## src/rtl/clock_time_ctrl.sv

```systemverilog
`default_nettype none
// ============================================================================
// Module   : clock_time_ctrl
// Purpose  : HH:MM:SS time-keeping with RUN / set-hour / set-minute modes,
//            BCD digit output and per-digit blink mask for the display.
// Revision : 1.0 - initial release
// ============================================================================
module clock_time_ctrl #(
    parameter int TICK_DIV  = 50_000_000,
    parameter int BLINK_DIV = 25_000_000
) (
    input  logic        clk,
    input  logic        rst,
    input  logic        key_set,
    input  logic        key_dec,
    input  logic        key_inc,
    output logic [15:0] time_bcd,
    output logic [3:0]  blank,
    output logic [1:0]  mode,
    output logic        sec_pulse
);

    localparam int c_TICK_W  = (TICK_DIV  > 1) ? $clog2(TICK_DIV)  : 1;
    localparam int c_BLINK_W = (BLINK_DIV > 1) ? $clog2(BLINK_DIV) : 1;
    localparam logic [c_TICK_W-1:0]  c_TICK_LAST  = c_TICK_W'(TICK_DIV - 1);
    localparam logic [c_BLINK_W-1:0] c_BLINK_LAST = c_BLINK_W'(BLINK_DIV - 1);
    localparam logic [7:0] c_MAX_HOUR = 8'h23;
    localparam logic [7:0] c_MAX_MS   = 8'h59;

    typedef enum logic [1:0] {
        ST_RUN     = 2'b00,
        ST_SET_HR  = 2'b01,
        ST_SET_MIN = 2'b10
    } state_t;

    state_t                 r_state;
    logic [2:0]             r_key_q;
    logic [2:0]             r_key_qq;
    logic [7:0]             r_hour;
    logic [7:0]             r_min;
    logic [7:0]             r_sec;
    logic [c_TICK_W-1:0]    r_presc;
    logic [c_BLINK_W-1:0]   r_blink_cnt;
    logic                   r_phase;

    logic [2:0]             w_press;
    logic                   w_adj_en;
    logic                   w_adj_inc;
    logic                   w_adj_dec;
    logic                   w_tick;
    state_t                 w_next_state;
    logic                   w_next_phase;
    logic [c_BLINK_W-1:0]   w_next_blink_cnt;
    logic [3:0]             w_next_blank;

    // Any code that is not legal BCD or exceeds the field limit restarts at 00.
    function automatic logic bcd_bad(input logic [7:0] v, input logic [7:0] lim);
        return (v[7:4] > 4'd9) || (v[3:0] > 4'd9) || (v > lim);
    endfunction

    function automatic logic [7:0] bcd_inc(input logic [7:0] v, input logic [7:0] lim);
        if (bcd_bad(v, lim) || (v == lim))
            return 8'h00;
        else if (v[3:0] == 4'd9)
            return {v[7:4] + 4'd1, 4'd0};
        else
            return {v[7:4], v[3:0] + 4'd1};
    endfunction

    function automatic logic [7:0] bcd_dec(input logic [7:0] v, input logic [7:0] lim);
        if (bcd_bad(v, lim))
            return 8'h00;
        else if (v == 8'h00)
            return lim;
        else if (v[3:0] == 4'd0)
            return {v[7:4] - 4'd1, 4'd9};
        else
            return {v[7:4], v[3:0] - 4'd1};
    endfunction

    // Key bit order: {set, dec, inc}; press fires once per 1->0 transition.
    assign w_press   = r_key_qq & ~r_key_q;
    assign w_adj_en  = (r_state != ST_RUN) && !w_press[2] && (w_press[1] ^ w_press[0]);
    assign w_adj_inc = w_adj_en & w_press[0];
    assign w_adj_dec = w_adj_en & w_press[1];
    assign w_tick    = (r_state == ST_RUN) && (r_presc == c_TICK_LAST);

    always_comb begin
        w_next_state = r_state;
        if (w_press[2]) begin
            case (r_state)
                ST_RUN:     w_next_state = ST_SET_HR;
                ST_SET_HR:  w_next_state = ST_SET_MIN;
                default:    w_next_state = ST_RUN;
            endcase
        end
    end

    // Mode changes and accepted edits restart the blink so edited digits show at once.
    always_comb begin
        w_next_phase     = r_phase;
        w_next_blink_cnt = r_blink_cnt + c_BLINK_W'(1);
        if (w_press[2] || w_adj_en) begin
            w_next_phase     = 1'b0;
            w_next_blink_cnt = '0;
        end else if (r_blink_cnt == c_BLINK_LAST) begin
            w_next_phase     = ~r_phase;
            w_next_blink_cnt = '0;
        end
    end

    always_comb begin
        w_next_blank = 4'b0000;
        if (w_next_phase) begin
            if (w_next_state == ST_SET_HR)
                w_next_blank = 4'b1100;
            else if (w_next_state == ST_SET_MIN)
                w_next_blank = 4'b0011;
        end
    end

    always_ff @(posedge clk) begin
        if (rst) begin
            r_state     <= ST_RUN;
            r_key_q     <= 3'b111;
            r_key_qq    <= 3'b111;
            r_hour      <= 8'h00;
            r_min       <= 8'h00;
            r_sec       <= 8'h00;
            r_presc     <= '0;
            r_blink_cnt <= '0;
            r_phase     <= 1'b0;
            blank       <= 4'b0000;
            sec_pulse   <= 1'b0;
        end else begin
            r_key_q     <= {key_set, key_dec, key_inc};
            r_key_qq    <= r_key_q;
            r_state     <= w_next_state;
            r_blink_cnt <= w_next_blink_cnt;
            r_phase     <= w_next_phase;
            blank       <= w_next_blank;
            sec_pulse   <= w_tick;

            if (r_state == ST_RUN) begin
                if (w_tick) begin
                    r_presc <= '0;
                    r_sec   <= bcd_inc(r_sec, c_MAX_MS);
                    if (r_sec == c_MAX_MS) begin
                        r_min <= bcd_inc(r_min, c_MAX_MS);
                        if (r_min == c_MAX_MS)
                            r_hour <= bcd_inc(r_hour, c_MAX_HOUR);
                    end
                end else begin
                    r_presc <= r_presc + c_TICK_W'(1);
                end
            end else begin
                // Setting freezes seconds at 0 so RUN resumes on a clean minute.
                r_presc <= '0;
                r_sec   <= 8'h00;
                if (r_state == ST_SET_HR) begin
                    if (w_adj_inc)      r_hour <= bcd_inc(r_hour, c_MAX_HOUR);
                    else if (w_adj_dec) r_hour <= bcd_dec(r_hour, c_MAX_HOUR);
                end else begin
                    if (w_adj_inc)      r_min <= bcd_inc(r_min, c_MAX_MS);
                    else if (w_adj_dec) r_min <= bcd_dec(r_min, c_MAX_MS);
                end
            end
        end
    end

    assign time_bcd = {r_hour, r_min};
    assign mode     = r_state;

endmodule
`default_nettype wire

```

## config.mk

```make
export PLATFORM = sky130hd
export DESIGN_NAME = clock_time_ctrl
export DESIGN_NICKNAME = d
export VERILOG_FILES = /design/src/rtl/clock_time_ctrl.sv
export SDC_FILE = /design/constraint.sdc
export NUM_CORES = 1
export LEC_CHECK = 0
export ABC_AREA = 1
export BUFFER_PORTS_ARGS = -buffer_cell sky130_fd_sc_hd__buf_2
export CAP_MARGIN = 20
export CORE_ASPECT_RATIO = 1.2
export CORE_MARGIN = 2
export CORE_UTILIZATION = 32
export DETAILED_ROUTE_END_ITERATION = 8
export PLACE_DENSITY = 0.44
export SLEW_MARGIN = 25
export SYNTH_ARGS = -nofsm -noshare
export SYNTH_HDL_FRONTEND = slang
export SYNTH_SLANG_ARGS = --single-unit
```

## constraint.sdc

```tcl
create_clock -name clk -period 1.9 [get_ports clk]
set_clock_uncertainty 0.1 [all_clocks]
set_input_delay 0.38 -clock clk [delete_from_list [all_inputs] [get_ports clk]]
set_output_delay 0.38 -clock clk [all_outputs]
set_load 0.01 [all_outputs]
```

**After elaboration in Yosys (flattened, before gate mapping)**

Cells that the tools add are included.

- Add/sub/neg operators: 12
- Reduce and logical (&&, ||, !) cells: 35
- Equality and inequality tests: 15
- Bitwise gates (word level): 8
- Mux-type cells: 31
- $lt $le $gt $ge: 9

Operators by type and width:

| cell | count |
|---|---|
| two-way mux 8 bit | 25 |
| adder 26 x 1 -> 26 bit (second input constant) | 1 |
| == test 26 bit (second input constant) | 1 |
| adder 25 x 1 -> 25 bit (second input constant) | 1 |
| == test 25 bit (second input constant) | 1 |
| adder 4 x 1 -> 4 bit (second input constant) | 6 |
| greater-than comparator 4 bit (second input constant) | 6 |
| == test 8 x 7 -> 1 bit (second input constant) | 2 |
| greater-than comparator 8 x 7 -> 1 bit (second input constant) | 2 |
| zero test 8 bit | 2 |
| subtractor 4 x 1 -> 4 bit (second input constant) | 4 |
| == test 4 bit (second input constant) | 3 |
| logical OR 1 bit | 10 |
| AND reduction 5 bit | 2 |
| nonzero test 5 bit | 2 |
| OR reduction 3 bit | 3 |
| == test 8 x 6 -> 1 bit (second input constant) | 1 |
| greater-than comparator 8 x 6 -> 1 bit (second input constant) | 1 |
| zero test 4 bit | 2 |
| AND reduction 6 bit | 1 |
| nonzero test 2 bit | 3 |
| == test 2 x 1 -> 1 bit (second input constant) | 2 |
| two-way mux 2 bit | 2 |
| two-way mux 4 bit | 1 |
| other kinds (17) | 26 |

- Bits of input ports: 5
- Output and inout port bits: 23
- Word-level logic and storage cells: 125
- Register bits: 89

**Longest topological paths before layout**

- Depth in word-level cells: 10
- Mapped depth: 14
- Depth with buffers taken out: 14

**Worst setup path after synthesis**

No wires, ideal clock.

- Kind: reg-to-reg
- From: register r_min[0]
- To: register r_min[7]
- Period minus slack after synthesis: 1780 ps
- Arrival time: 1566 ps
- Cell stages (with the launch flop): 13
- Path slack: 120 ps
- Cell sequence: dfxtp_1 -> ha_1 -> nand2_2 -> nor2_4 -> nand3_2 -> nand2_2 -> nand2_4 -> nor2_4 -> nor2_4 -> nand2_4 -> nand2_1 -> nand2_1 -> nor2_2

- Longest elaborated chain between the ends: 8
- Elaborated cells between the ends (all ways): 21
- Those cells by class: order compare (2); eq/ne (2); mux (10); reduce/logical (7)

Ends and longest elaborated chain:

| what | RTL line | text |
|---|---|---|
| from (decl) | 40 | `logic [7:0] r_min;` |
| from (signal assigned) | 149 | `r_min <= bcd_inc(r_min, c_MAX_MS);` |
| from (signal assigned) | 164 | `if (w_adj_inc) r_min <= bcd_inc(r_min, c_MAX_MS);` |
| from (signal assigned) | 165 | `else if (w_adj_dec) r_min <= bcd_dec(r_min, c_MAX_MS);` |
| branches (longest 8 deep; another with greater-than comparator 8 x 7 -> 1 bit) | n/a |  |

Parallel ways; which one is timed is not known. The select of a mux whose other input is x is not followed.
A chain may end at the register's enable or synchronous reset.

**Final worst setup path**

- From: register r_min[1]
- To: register r_hour[5]

- Longest elaborated chain between the ends: 3

Ends and longest elaborated chain:

| what | RTL line | text |
|---|---|---|
| == test 8 x 7 -> 1 bit | 150 | `if (r_min == c_MAX_MS)` |
| != test 2 x 1 -> 1 bit (no source line) | n/a |  |
| AND reduction 6 bit (no source line) | n/a |  |
| to (signal assigned) | 151 | `r_hour <= bcd_inc(r_hour, c_MAX_HOUR);` |
| to (signal assigned) | 161 | `if (w_adj_inc) r_hour <= bcd_inc(r_hour, c_MAX_HOUR);` |
| to (signal assigned) | 162 | `else if (w_adj_dec) r_hour <= bcd_dec(r_hour, c_MAX_HOUR);` |
| to (decl) | 39 | `logic [7:0] r_hour;` |

No other way between the ends.

==> metrics.cfg <==
[critical_path]
crit_path_max_incr_delay_ns=0.31
arrival_ns=1.95
cp_num_buf_inv=2
endpoint_kind=flop
crit_family=simple AND/OR/NAND/NOR gates
crit_type=reg -> reg
required_ns=2.09
crit_chain=inv_2 -> ha_1 -> nand2_2 -> nor2_4 -> inv_2 -> nor2_4 -> nand3_2 -> nand2_4 -> nand3_4 -> nand2_2 -> nand2_1 -> nor2_1
critical_path.startpoint_type=flop
path_max_fanout=8
worst_path_max_delay_cell=dfxtp_1

[floorplanning]
fp.dieW_um=120
row_count=50
core_mm2=0.0156
io_pins=28
fp.dieArea_mm2=0.0171
initial_core_util=0.329
die_h_um=143

[placed_design]
portBuffers=27
gp_congestion=0.827
dp.cells=1006
place_hpwl_um=9410

[timing]
hold_viol_final=0
worstMarginPinSlew_ns=0.370
tns_ns=0
layout_min_cycle_time_ns=1.76
fmax_ghz=0.567
relSlewSlack=0.752
maxSlewViolCount=0
rsz0062_at_grt=yes
setup_viol_count_final=0
fin_crit_sh=0.928

[synth]
synth-seq-area-share=0.339
yosysWarnings=0
yosysTopAreaCell=dfxtp_1
synth.avg_cell_area_um2=6.85
yosys-top-cells-area=dfxtp_1 (34%), nand2_1 (12%), nor2_1 (8.1%), inv_1 (6.1%), nand3_1 (5.2%)
yosys_most_used_dff=dfxtp_1
synth_area_mm2=0.00514
synth.most_common_cell=nand2_1
async_reset_ff_frac=0
syn_nets=776
synth_common_cells=nand2_1 (158), nor2_1 (111), dfxtp_1 (87)
synth_top_area_share=0.339
synthCells=750
ys_ff_latch=87
synth_edf_count=0
ys_types=41

[route]
drt_iter0_drc=246
vias=4796
viasPerCell=4.67
drtAntennaViolNets=0
remaining_drc_errors=0
routed_wl_um=12200
wl_per_cell_um=11.9
first_pass_iters=4

[layout]
instances_no_fill=1026
final_nets=839
syn_to_final_growth_pct=21.6
antenna_cells=0
post_route_cells_drive_above_1_share=0.220
num-fill-cells=1653

[power]
irDropWorstVdd_uv=432
cellPowerDensity_mw_per_mm2=713
power_mw=4.46
p_leak_nw=2.63

[clock_network]
path_clk_slew_ns=0.07
cts_sinks=87
clkLatencyLatePin_ns=0.35
htree_levels=3
max-clock-path-buffers=2
cts_tree=yes
cts_hold_buf=0
root_buffer=clkbuf_16
numCtsBuffers=9

[grt]
grt_max_degree=28
grt_pass1_vias=4570
track_usage=0.150
gr-total-overflow=0
grt_pass1_wl_um=20900
antenna_found_initial=0

[worst_hold_path]
min_path_type=in -> reg

[outcome]
outcome=complete, no violations

[flow_run]
drv_cap=0

-- final cells by class --
class,instances,area (um^2),share of cell area
Multi-Input combinational cell,556,3080,0.493
Sequential cell,87,1750,0.280
Timing Repair Buffer,61,415,0.0664
Inverter,98,368,0.0588
Tap cell,208,260,0.0416
Clock buffer,10,239,0.0382
Clock inverter,6,140,0.0224
-- through the flow --
step / area (um^2) / hold slack (ns) / utilization / setup WS, ns
after floorplan: 5140 / 0.299 / - / 0.120
after global placement: 5740 / 0.306 / 0.367 / -0.0147
after detailed placement: 5740 / 0.319 / 0.367 / -0.0353
after CTS: 6120 / 0.122 / 0.392 / -0.0126
after global routing: 6250 / 0.114 / 0.400 / -0.00319
final: 6250 / 0.128 / 0.400 / 0.137
-- routing by layer --
metal  wire, um  global-route usage
met3        329              0.0244
met2       5640               0.250
met1       5990               0.191
met4        242              0.0650
met5          0                   0
-- path summary, 6_finish.rpt --
kind                                  from          to  slack (ns)  cells past startpoint
worst max-delay path              r_min[1]   r_hour[5]        0.14                     12
worst min-delay path               key_set  r_key_q[2]        0.13                      2
worst max register to register    r_min[1]   r_hour[5]        0.14                     12
worst min register to register  r_presc[0]  r_presc[0]        0.32                      1
-- state kept, by name, indices dropped and copies added, names as in the netlist --
| signal | cells |
|---|---|
| r_key_qq | 3 |
| r_key_q | 3 |
| r_hour | 8 |
| r_phase | 1 |
| r_min | 8 |
| r_presc | 26 |
| r_blink_cnt | 25 |
| blank | 2 |
| r_sec | 8 |
| mode | 2 |
| sec_pulse | 1 |
-- report_power, final --
group | internal (mW) | switching (mW) | leakage, nW
logic | 0.129 | 0.225 | 1.74
registers | 1.85 | 0.0218 | 0.706
clock network | 1.47 | 0.767 | 0.185
-- cell usage in the layout (no fill, tap or decap), types with 9 or more instances in the layout --
master       n
a21oi_1     39
buf_2       27
buf_4       32
clkbuf_16    9
dfxtp_1     81
ha_1        18
inv_1       79
inv_2       19
nand2_1    155
nand2_2     14
nand3_1     48
nand4_1     20
nor2_1     105
nor2_2      11
nor2_4      11
nor3_1      20
o21ai_0     19
or2_2       14
xor2_1      14
-- timing repair --
item	in CTS	in global routing
gates resized for setup	2	34
setup buffers	0	4
endpoints found under the setup margin	2	33
pin swaps	0	11
endpoints found under the hold margin	0	0
-- cell families (layout without fill, tap and decap cells) --
family          count (synthesis)  after routing  share of synthesized area
buf+inv                       107            175                     0.0815
compound gates                 78             78                     0.0852
flops                          87             87                      0.339
xor+xnor                       21             21                     0.0358
simple gates                  435            435                      0.405
fa+ha+maj                      21             21                     0.0511
mux                             1              1                    0.00219
Note: power is estimated with default switching activity, not from simulation.
